`src/rtl/scan_bist_pkg.sv`:
```
// rtl/scan_bist_pkg.sv - shared types and constants for the scan BIST controller
//
// Purpose: FSM state encoding, Galois polynomial mask and the default
//          parameter values used by scan_bist_ctrl and bist_step32.
// Ports:   none (package).
package scan_bist_pkg;

  typedef enum logic [2:0] {
    ST_IDLE,
    ST_SEED,
    ST_SHIFT,
    ST_CAPTURE,
    ST_FLUSH,
    ST_COMPARE,
    ST_DONE
  } bistState_t;

  // x^32 + x^22 + x^2 + x + 1, right-shifting Galois form
  localparam logic [31:0] POLY_MASK = 32'h8020_0003;

  localparam int          DEF_CHAIN_LEN    = 18;
  localparam int          DEF_PI_W         = 14;
  localparam int          DEF_PO_W         = 14;
  localparam int          DEF_NUM_PATTERNS = 300;
  localparam logic [31:0] DEF_SEED         = 32'h1;

endpackage

```
`src/rtl/bist_step32.sv`:
```
// rtl/bist_step32.sv - one combinational step of a 32-bit Galois LFSR/MISR
//
// Purpose: shifts the register right by one, folds the polynomial mask in
//          when bit 0 falls out, then XORs an optional input word.
// Ports:   stateIn  in  32  current register value
//          xorIn    in  32  word folded into the result (zero for a plain LFSR)
//          stateOut out 32  next register value
module bist_step32
  import scan_bist_pkg::*;
(
  input  logic [31:0] stateIn,
  input  logic [31:0] xorIn,
  output logic [31:0] stateOut
);

  assign stateOut = {1'b0, stateIn[31:1]} ^ (stateIn[0] ? POLY_MASK : 32'h0) ^ xorIn;

endmodule

```
`src/rtl/scan_bist_ctrl.sv`:
```
// rtl/scan_bist_ctrl.sv - pseudo-random scan BIST controller with MISR compaction
//
// Purpose: drives LFSR patterns into a CUT scan chain and primary inputs,
//          compacts the unloaded chain and primary outputs into a MISR and
//          compares the final signature against golden_sig.
// Ports:   CK, RST (async, active-high)   clock / reset
//          start, abort                   run request / cancel
//          golden_sig [31:0]              expected final signature
//          scan_out, po [PO_W-1:0]        CUT responses
//          scan_en, scan_in, pi [PI_W-1:0] CUT stimulus
//          busy, done, pass               status
//          signature [31:0]               live MISR value
//          pat_cnt                        patterns completed
module scan_bist_ctrl
  import scan_bist_pkg::*;
#(
  parameter int          CHAIN_LEN    = DEF_CHAIN_LEN,
  parameter int          PI_W         = DEF_PI_W,
  parameter int          PO_W         = DEF_PO_W,
  parameter int          NUM_PATTERNS = DEF_NUM_PATTERNS,
  parameter logic [31:0] SEED         = DEF_SEED
) (
  input  logic                              CK,
  input  logic                              RST,
  input  logic                              start,
  input  logic                              abort,
  input  logic [31:0]                       golden_sig,
  input  logic                              scan_out,
  input  logic [PO_W-1:0]                   po,
  output logic                              scan_en,
  output logic                              scan_in,
  output logic [PI_W-1:0]                   pi,
  output logic                              busy,
  output logic                              done,
  output logic                              pass,
  output logic [31:0]                       signature,
  output logic [$clog2(NUM_PATTERNS+1)-1:0] pat_cnt
);

  localparam int SW = $clog2(CHAIN_LEN + 1);
  localparam int CW = $clog2(NUM_PATTERNS + 1);

  bistState_t    state, stateNext;
  logic [31:0]   lfsr, lfsrNext;
  logic [31:0]   misr, misrNext, misrIn;
  logic [SW-1:0] shCnt;
  logic [CW-1:0] patCnt, patCntInc;
  logic [PI_W-1:0] piReg;
  logic          passReg;
  logic          lastShift;

  bist_step32 uLfsrStep (.stateIn(lfsr), .xorIn(32'h0),  .stateOut(lfsrNext));
  bist_step32 uMisrStep (.stateIn(misr), .xorIn(misrIn), .stateOut(misrNext));

  assign patCntInc = patCnt + 1'b1;
  assign lastShift = (shCnt == SW'(CHAIN_LEN - 1));

  always_ff @(posedge CK or posedge RST) begin
    if (RST) state <= ST_IDLE;
    else     state <= stateNext;
  end

  always_comb begin
    stateNext = state;
    scan_en   = 1'b0;
    scan_in   = 1'b0;
    misrIn    = 32'h0;
    case (state)
      ST_IDLE, ST_DONE: if (start) stateNext = ST_SEED;
      ST_SEED:          stateNext = ST_SHIFT;
      ST_SHIFT: begin
        scan_en = 1'b1;
        scan_in = lfsr[0];
        misrIn  = {31'b0, scan_out};
        if (lastShift) stateNext = ST_CAPTURE;
      end
      ST_CAPTURE: begin
        misrIn    = 32'(po);
        // patCnt only reaches its new value at the end of this cycle
        stateNext = (patCntInc == CW'(NUM_PATTERNS)) ? ST_FLUSH : ST_SHIFT;
      end
      ST_FLUSH: begin
        scan_en = 1'b1;
        misrIn  = {31'b0, scan_out};
        if (lastShift) stateNext = ST_COMPARE;
      end
      ST_COMPARE:       stateNext = ST_DONE;
      default:          stateNext = ST_IDLE;
    endcase
    if (abort) stateNext = ST_IDLE;
  end

  always_ff @(posedge CK or posedge RST) begin
    if (RST) begin
      lfsr    <= SEED;
      misr    <= 32'h0;
      patCnt  <= '0;
      shCnt   <= '0;
      piReg   <= '0;
      passReg <= 1'b0;
    end else if (abort) begin
      passReg <= 1'b0;
    end else begin
      case (state)
        ST_IDLE, ST_DONE: if (start) passReg <= 1'b0;
        ST_SEED: begin
          lfsr   <= SEED;
          misr   <= 32'h0;
          patCnt <= '0;
          shCnt  <= '0;
        end
        ST_SHIFT: begin
          lfsr  <= lfsrNext;
          // first unload carries the CUT's unknown pre-run state
          if (patCnt != '0) misr <= misrNext;
          shCnt <= lastShift ? '0 : shCnt + 1'b1;
          if (lastShift) piReg <= lfsrNext[PI_W-1:0];
        end
        ST_CAPTURE: begin
          misr   <= misrNext;
          patCnt <= patCntInc;
          shCnt  <= '0;
        end
        ST_FLUSH: begin
          misr  <= misrNext;
          shCnt <= lastShift ? '0 : shCnt + 1'b1;
        end
        ST_COMPARE: passReg <= (misr == golden_sig);
        default: ;
      endcase
    end
  end

  assign pi        = piReg;
  assign busy      = (state != ST_IDLE) && (state != ST_DONE);
  assign done      = (state == ST_DONE);
  assign pass      = passReg;
  assign signature = misr;
  assign pat_cnt   = patCnt;

endmodule

```
`config.mk`:
```
export PLATFORM = sky130hd
export DESIGN_NAME = scan_bist_ctrl
export DESIGN_NICKNAME = d
export VERILOG_FILES = /design/src/rtl/scan_bist_pkg.sv /design/src/rtl/bist_step32.sv /design/src/rtl/scan_bist_ctrl.sv
export SDC_FILE = /design/constraint.sdc
export NUM_CORES = 1
export LEC_CHECK = 0
export ABC_AREA = 0
export BUFFER_PORTS_ARGS = -buffer_cell sky130_fd_sc_hd__buf_2
export CAP_MARGIN = 10
export CORE_UTILIZATION = 25
export DETAILED_ROUTE_END_ITERATION = 8
export MAX_ROUTING_LAYER = met4
export PLACE_DENSITY = 0.48
export SLEW_MARGIN = 40
export SYNTH_ARGS = -nofsm -noshare
export SYNTH_HDL_FRONTEND = slang
export SYNTH_SLANG_ARGS = --single-unit
```
`constraint.sdc`:
```
create_clock -name CK -period 2.6 [get_ports CK]
set_clock_uncertainty 0.05 [all_clocks]
set_input_delay 0.26 -clock CK [delete_from_list [all_inputs] [get_ports CK]]
set_output_delay 0.26 -clock CK [all_outputs]
set_load 0.01 [all_outputs]
```
* Yosys cells after proc, flatten, opt, wreduce, memory -nomap -nowiden
Cells that the tools add are included.
** Storage, ports and cells
- Bits in registers :: 96
- Output and inout bits :: 60
** Operators by class
- $add $sub $neg :: 2
- Equal/unequal tests :: 14
- Muxes and demuxes :: 20
- Bitwise gates (word level) :: 4
- Reduce and logical (&&, ||, !) cells :: 20
** Operator list (number)
- 32-bit 2-to-1 mux :: 3
- 32-bit one-hot mux with 3 select lines :: 1
- 32-bit one-hot mux with 2 select lines :: 1
- 31-bit by 32-bit XOR with 32-bit output :: 2
- 32-bit equality test :: 1
- 32-bit by 14-bit XOR with 32-bit output :: 1
- 14-bit one-hot mux with 2 select lines :: 1
- 3-bit one-hot mux with 6 select lines :: 1
- 9-bit one-hot mux with 2 select lines :: 1
- 3-bit 2-to-1 mux :: 5
- 3-bit != test (second input constant) :: 4
- 5-bit one-hot mux with 2 select lines :: 1
- 9-bit by 1-bit adder with 9-bit output (second input constant) :: 1
- 3-bit equality test (second input constant) :: 3
- 9-bit equality test (second input constant) :: 1
- 3-bit AND reduction :: 3
- 3-bit nonzero test :: 3
- 9-bit nonzero test :: 1
- 2-bit AND reduction :: 4
- 2-bit OR reduction :: 4
- 3-bit by 2-bit equality test with 1-bit output (second input constant) :: 2
- 2-bit nonzero test :: 3
- 5-bit by 1-bit adder with 5-bit output (second input constant) :: 1
- 5-bit equality test (second input constant) :: 1
- other kinds (8) :: 11

* Depth between registers and ports, before layout
- Depth in word-level cells :: 6
- Depth in mapped cells :: 8
- Depth with buffers taken out :: 7

* Modules after synthesis
From an unflattened synthesis, not the netlist that was laid out.
** Unflattened totals
- Cells, all modules :: 495
- Area, all modules :: 5296.3 um^2
** Modules (own cells, without submodules)
- scan_bist_ctrl :: times used 1, cells an instance 431, area an instance 4638.2 um^2, sequential area each 2403.6 um^2
- bist_step32 :: times used 2, cells an instance 32, area an instance 329.1 um^2, sequential area each 0.0 um^2

* Worst setup path after synthesis
No wires, ideal clock.
- Path kind :: register to register
- Start point :: register patCnt[0], in the netlist pat_cnt[0]
- End point :: register misr[0], in the netlist signature[0]
- Library setup time :: 0.066 ns
- Arrival time :: 1.842 ns
- Setup slack :: 0.642 ns
- Cell stages (with the launch flop) :: 8
- Buffers on the path :: 1
- Clock period less this slack :: 1.958 ns
- Cells stage by stage :: dfrtp_1 inv_1 ha_1 nor4b_1 a311o_1 a21oi_1 clkbuf_1 a22o_1
** On the way
- Word-level cells in the longest chain between the ends :: 3
** RTL lines
- from (decl) :: line scan_bist_ctrl.sv:47 : logic [CW-1:0] patCnt, patCntInc;
- from (signal assigned) :: line scan_bist_ctrl.sv:121 : patCnt <= patCntInc;
- 9-bit nonzero test :: line scan_bist_ctrl.sv:115 : if (patCnt != '0) misr <= misrNext;
- 2-bit != test (no line)
- 3-bit AND reduction (no line)
- to (signal assigned) :: line scan_bist_ctrl.sv:115
- to (signal assigned) :: line scan_bist_ctrl.sv:120 : misr <= misrNext;
- to (signal assigned) :: line scan_bist_ctrl.sv:125 : misr <= misrNext;
- to (decl) :: line scan_bist_ctrl.sv:45 : logic [31:0] misr, misrNext, misrIn;
No other way between the ends.
A chain may end at the register's enable or synchronous reset.

* Final worst setup path
- Start point :: register shCnt[1]
- End point :: register piReg[3], in the netlist pi[3]
** On the way
- Word-level cells in the longest chain between the ends :: 2
** RTL lines
- from (decl) :: line scan_bist_ctrl.sv:46 : logic [SW-1:0] shCnt;
- from (signal assigned) :: line scan_bist_ctrl.sv:116 : shCnt <= lastShift ? '0 : shCnt + 1'b1;
- from (signal assigned) :: line scan_bist_ctrl.sv:126 : shCnt <= lastShift ? '0 : shCnt + 1'b1;
- 5-bit equality test :: line scan_bist_ctrl.sv:56 : assign lastShift = (shCnt == SW'(CHAIN_LEN - 1));
- 3-bit AND reduction (no line)
- to (signal assigned) :: line scan_bist_ctrl.sv:117 : if (lastShift) piReg <= lfsrNext[PI_W-1:0];
- to (decl) :: line scan_bist_ctrl.sv:48 : logic [PI_W-1:0] piReg;
No other way between the ends.

==> impl_results.md <==
- Status: finished clean
- Yosys reg bits: 96
- Endpoints failing hold: 0
- Pins Over Slew Limit: 0
- Cell Area, Synth: 4720 µm²
- Global route overflow: 0
- Post_cts resized: 0
- Antenna Diode Count: 0
- Top Family by Delay on Critical Path: simple AND/OR/NAND/NOR gates
- WS Path Type: flop to flop
- RSZ-0062 raised after global routing: false
- Vias in the first global route: 3778
- # setup viols final: 0
- Worst Tran Pin Value: 0.669 ns
- CTS tree: built
- Clock Latency Late Sink: 0.34 ns
- Overall power after layout: 4480 µW
- R2R Path Start: shCnt[1]$_DFFE_PP0P_
- Worst reg2reg setup slack: 0.43 ns
- Initial antenna violation count: 0
- Setup crit start: shCnt[1]$_DFFE_PP0P_
- CP Cell Sequence: inv_1 > ha_1 > nand4bb_1 > or4_1 > mux2_2
- First-pass GRT wire length: 20500 µm
- Worst r2r path cells: 5
- Residual DRC: 0
- Setup TNS: 0 ns
- CTS buffer count: 9
- Clock sink count: 96
- Total GRT Usage: 13.9%
- Chip Height: 139 µm
- Hold Startpoint: abort
- Fmax: 0.460 GHz
- Starting DRC count in detailed routing: 262
- Worst vdd ir: 0.302 mV
- Worst setup SP type: flop
- Final nets: 645
- Top FF cell, synth: dfrtp_1
- Worst min-delay path category: primary input to flop
- Cell area after layout: 5830 µm²
- H-tree Lvls: 3
- WHS Endpoint: state[0]$_DFFE_PP0P_
- Power Internal: 2920 µW
- Fin cells: 824
- Switching share of power: 34.9%
- Die X: 139 µm
- Post-CTS setup buffers: 0
- Placed Cells incl. Taps: 807
- DR vias/cell: 4.71
- Initial Utilization: 25.9%
- NetSw: 1560 µW
- CP Buf/Inv Count: 1
- Via count: 3883
- Cell depth of the worst setup path: 5
- Pwr/cell area: 769 nW/µm²
- Drt wl/cell: 15.1 µm
- Core area: 18200 µm²
- Post-synth EDFFs: 0
- Slowest stage delay, CP: 0.79 ns
- Worst EP required: 2.78 ns
- Reg-to-reg endpoint: pi[3]$_DFFE_PP0P_
- Fraction of registers with async set/reset: 100%
- Syn Nets: 541
- Headroom to the max-slew limit: 55.4%
- Detailed-placement wirelength estimate: 9000 µm
- Gate power share: 26.6%
- Drt pass-1 iters: 4
- Post-synth cell types: 44
- Slowest CP cell: or4_1
- WHS Path Cells: 2
- Total die area: 19400 µm²
- CTS Buffer Depth: 2
- Final ANT Viol Nets: 0
- Post-Route WL: 12400 µm
- Final min period: 2.17 ns
- Max Cap Viol: 0
- GP Congestion: 0.822
- Yosys warns: 0
- Syn Area/Cell: 9.71 µm²
- FP Rows: 49
- Largest net degree at the start of global routing: 65
- Sequential Power Share: 44.5%
- CP endpoint kind: flop
- Max Fanout on Critical Path: 16
- Dpl cell area: 5530 µm²
- Sequential-to-total area share from yosys stat: 50.9%
- Share of layout cells above drive strength 1: 26.7%
- CTS root buf: clkbuf_16
- P&R area growth vs syn: 23.5%
- Number of I/O pins: 111
- Crit path DAT: 2.35 ns
- Clk pwr share: 28.9%
- Final period util: 83.6%
- I/O Buffers: 110
- Mapped Cells: 486
- CTS clk-pin slew, worst paths: 0.07 ns
- Leak: 0.00273 µW
==> metrics by stage <==
step | hold slack, ns | util [%] | setup WS, ns
2_1_floorplan | 0.396 | - | 0.642
3_3_place_gp | 0.177 | 30.4 | 0.465
3_5_place_dp | 0.179 | 30.4 | 0.428
4_1_cts | 0.185 | 32.0 | 0.421
5_1_grt | 0.199 | 32.0 | 0.328
6_report | 0.199 | 32.0 | 0.427
==> power groups by stage <==
stage	clock network, µW	logic (µW)	registers (µW)
finish	1300	1190	1990
global route	1400	1330	2040
global placement	0	1190	2010
CTS	1330	1210	2000
floorplan	0	795	1970
detailed placement	0	1210	2020
==> cell usage in the layout (no fill, tap or decap), types with 3 or more instances in the layout <==
master	instances
ha_1	4
a22o_1	24
dfrtp_1	95
mux2_2	12
nand3_1	8
nor2_1	12
xnor2_1	27
xor2_1	17
nor3_1	7
o21ai_1	7
nand4_1	7
nand2_1	89
buf_2	110
o22ai_1	13
nor4_1	5
clkbuf_16	9
inv_1	11
buf_4	13
a21oi_1	18
clkinvlp_4	3
o31ai_1	3
nand2b_1	4
o21ai_0	52
nor3b_1	12
==> cell families after synthesis <==
group                    after synthesis  share of synthesized area (%)
AO/OA/AOI/OAI                        127                           16.7
XOR/XNOR                              45                           8.51
adder cells (fa/ha/maj)                4                           1.06
buffers and inverters                 44                           4.21
flip-flops                            96                           50.9
multiplexers                          12                           2.86
AND/OR/NAND/NOR                      158                           15.8
==> cell type report <==
cell class | instances | area [µm²]
inverters | 12 | 48.8
multi-input cells | 346 | 2120
flip-flops and latches | 96 | 2400
well taps | 229 | 287
clock inverters | 5 | 37.5
clock buffers | 11 | 253
fillers | 1877 | 12400
repair buffers | 125 | 678
==> state kept, by name, indices dropped and copies added, names as in the netlist <==
signal / cells
lfsr: 32
signature: 32
pi: 14
pat_cnt: 9
shCnt: 5
state: 3
pass: 1
==> timing repair <==
item,4_1_cts,5_1_grt
endpoints found under the hold margin,10,0
setup endpoints to repair,0,0
hold buffers,1,0
==> routing by layer <==
layer	share of wire (%)	global-route usage (%)	up-vias
met5	0	-	-
met4	1.1	4.39	0
met3	5.0	2.75	12
met2	45	20.8	128
met1	49	18.8	1842
li1	-	-	1901
==> cells in the mapped netlist (all sizes together), types with 5 or more instances <==
| cell type | instances | share of area [%] |
|---|---|---|
| buf | 10 | 1.5 |
| dfrtp | 95 | 50 |
| nand2 | 89 | 7.1 |
| o21ai | 59 | 6.3 |
| clkbuf | 22 | 1.7 |
| o22ai | 13 | 1.7 |
| mux2 | 12 | 2.9 |
| nor4 | 5 | 0.66 |
| xor2 | 17 | 3.2 |
| nor2 | 13 | 1.0 |
| nor3 | 7 | 0.74 |
| nor3b | 12 | 1.9 |
| xnor2 | 28 | 5.4 |
| a21oi | 18 | 1.9 |
| nand4 | 7 | 0.93 |
| nand3 | 8 | 0.85 |
| a22o | 24 | 4.5 |
| inv | 12 | 0.95 |
==> worst max-delay path by stage <==
stage	endpoint	slack [ns]
floorplan	signature[0]$_DFFE_PP0P_	0.64
global placement	signature[0]$_DFFE_PP0P_	0.46
detailed placement	signature[0]$_DFFE_PP0P_	0.43
CTS	signature[0]$_DFFE_PP0P_	0.42
global route	signature[0]$_DFFE_PP0P_	0.33
finish	pi[3]$_DFFE_PP0P_	0.43
Note: power is estimated with default switching activity, not from simulation.
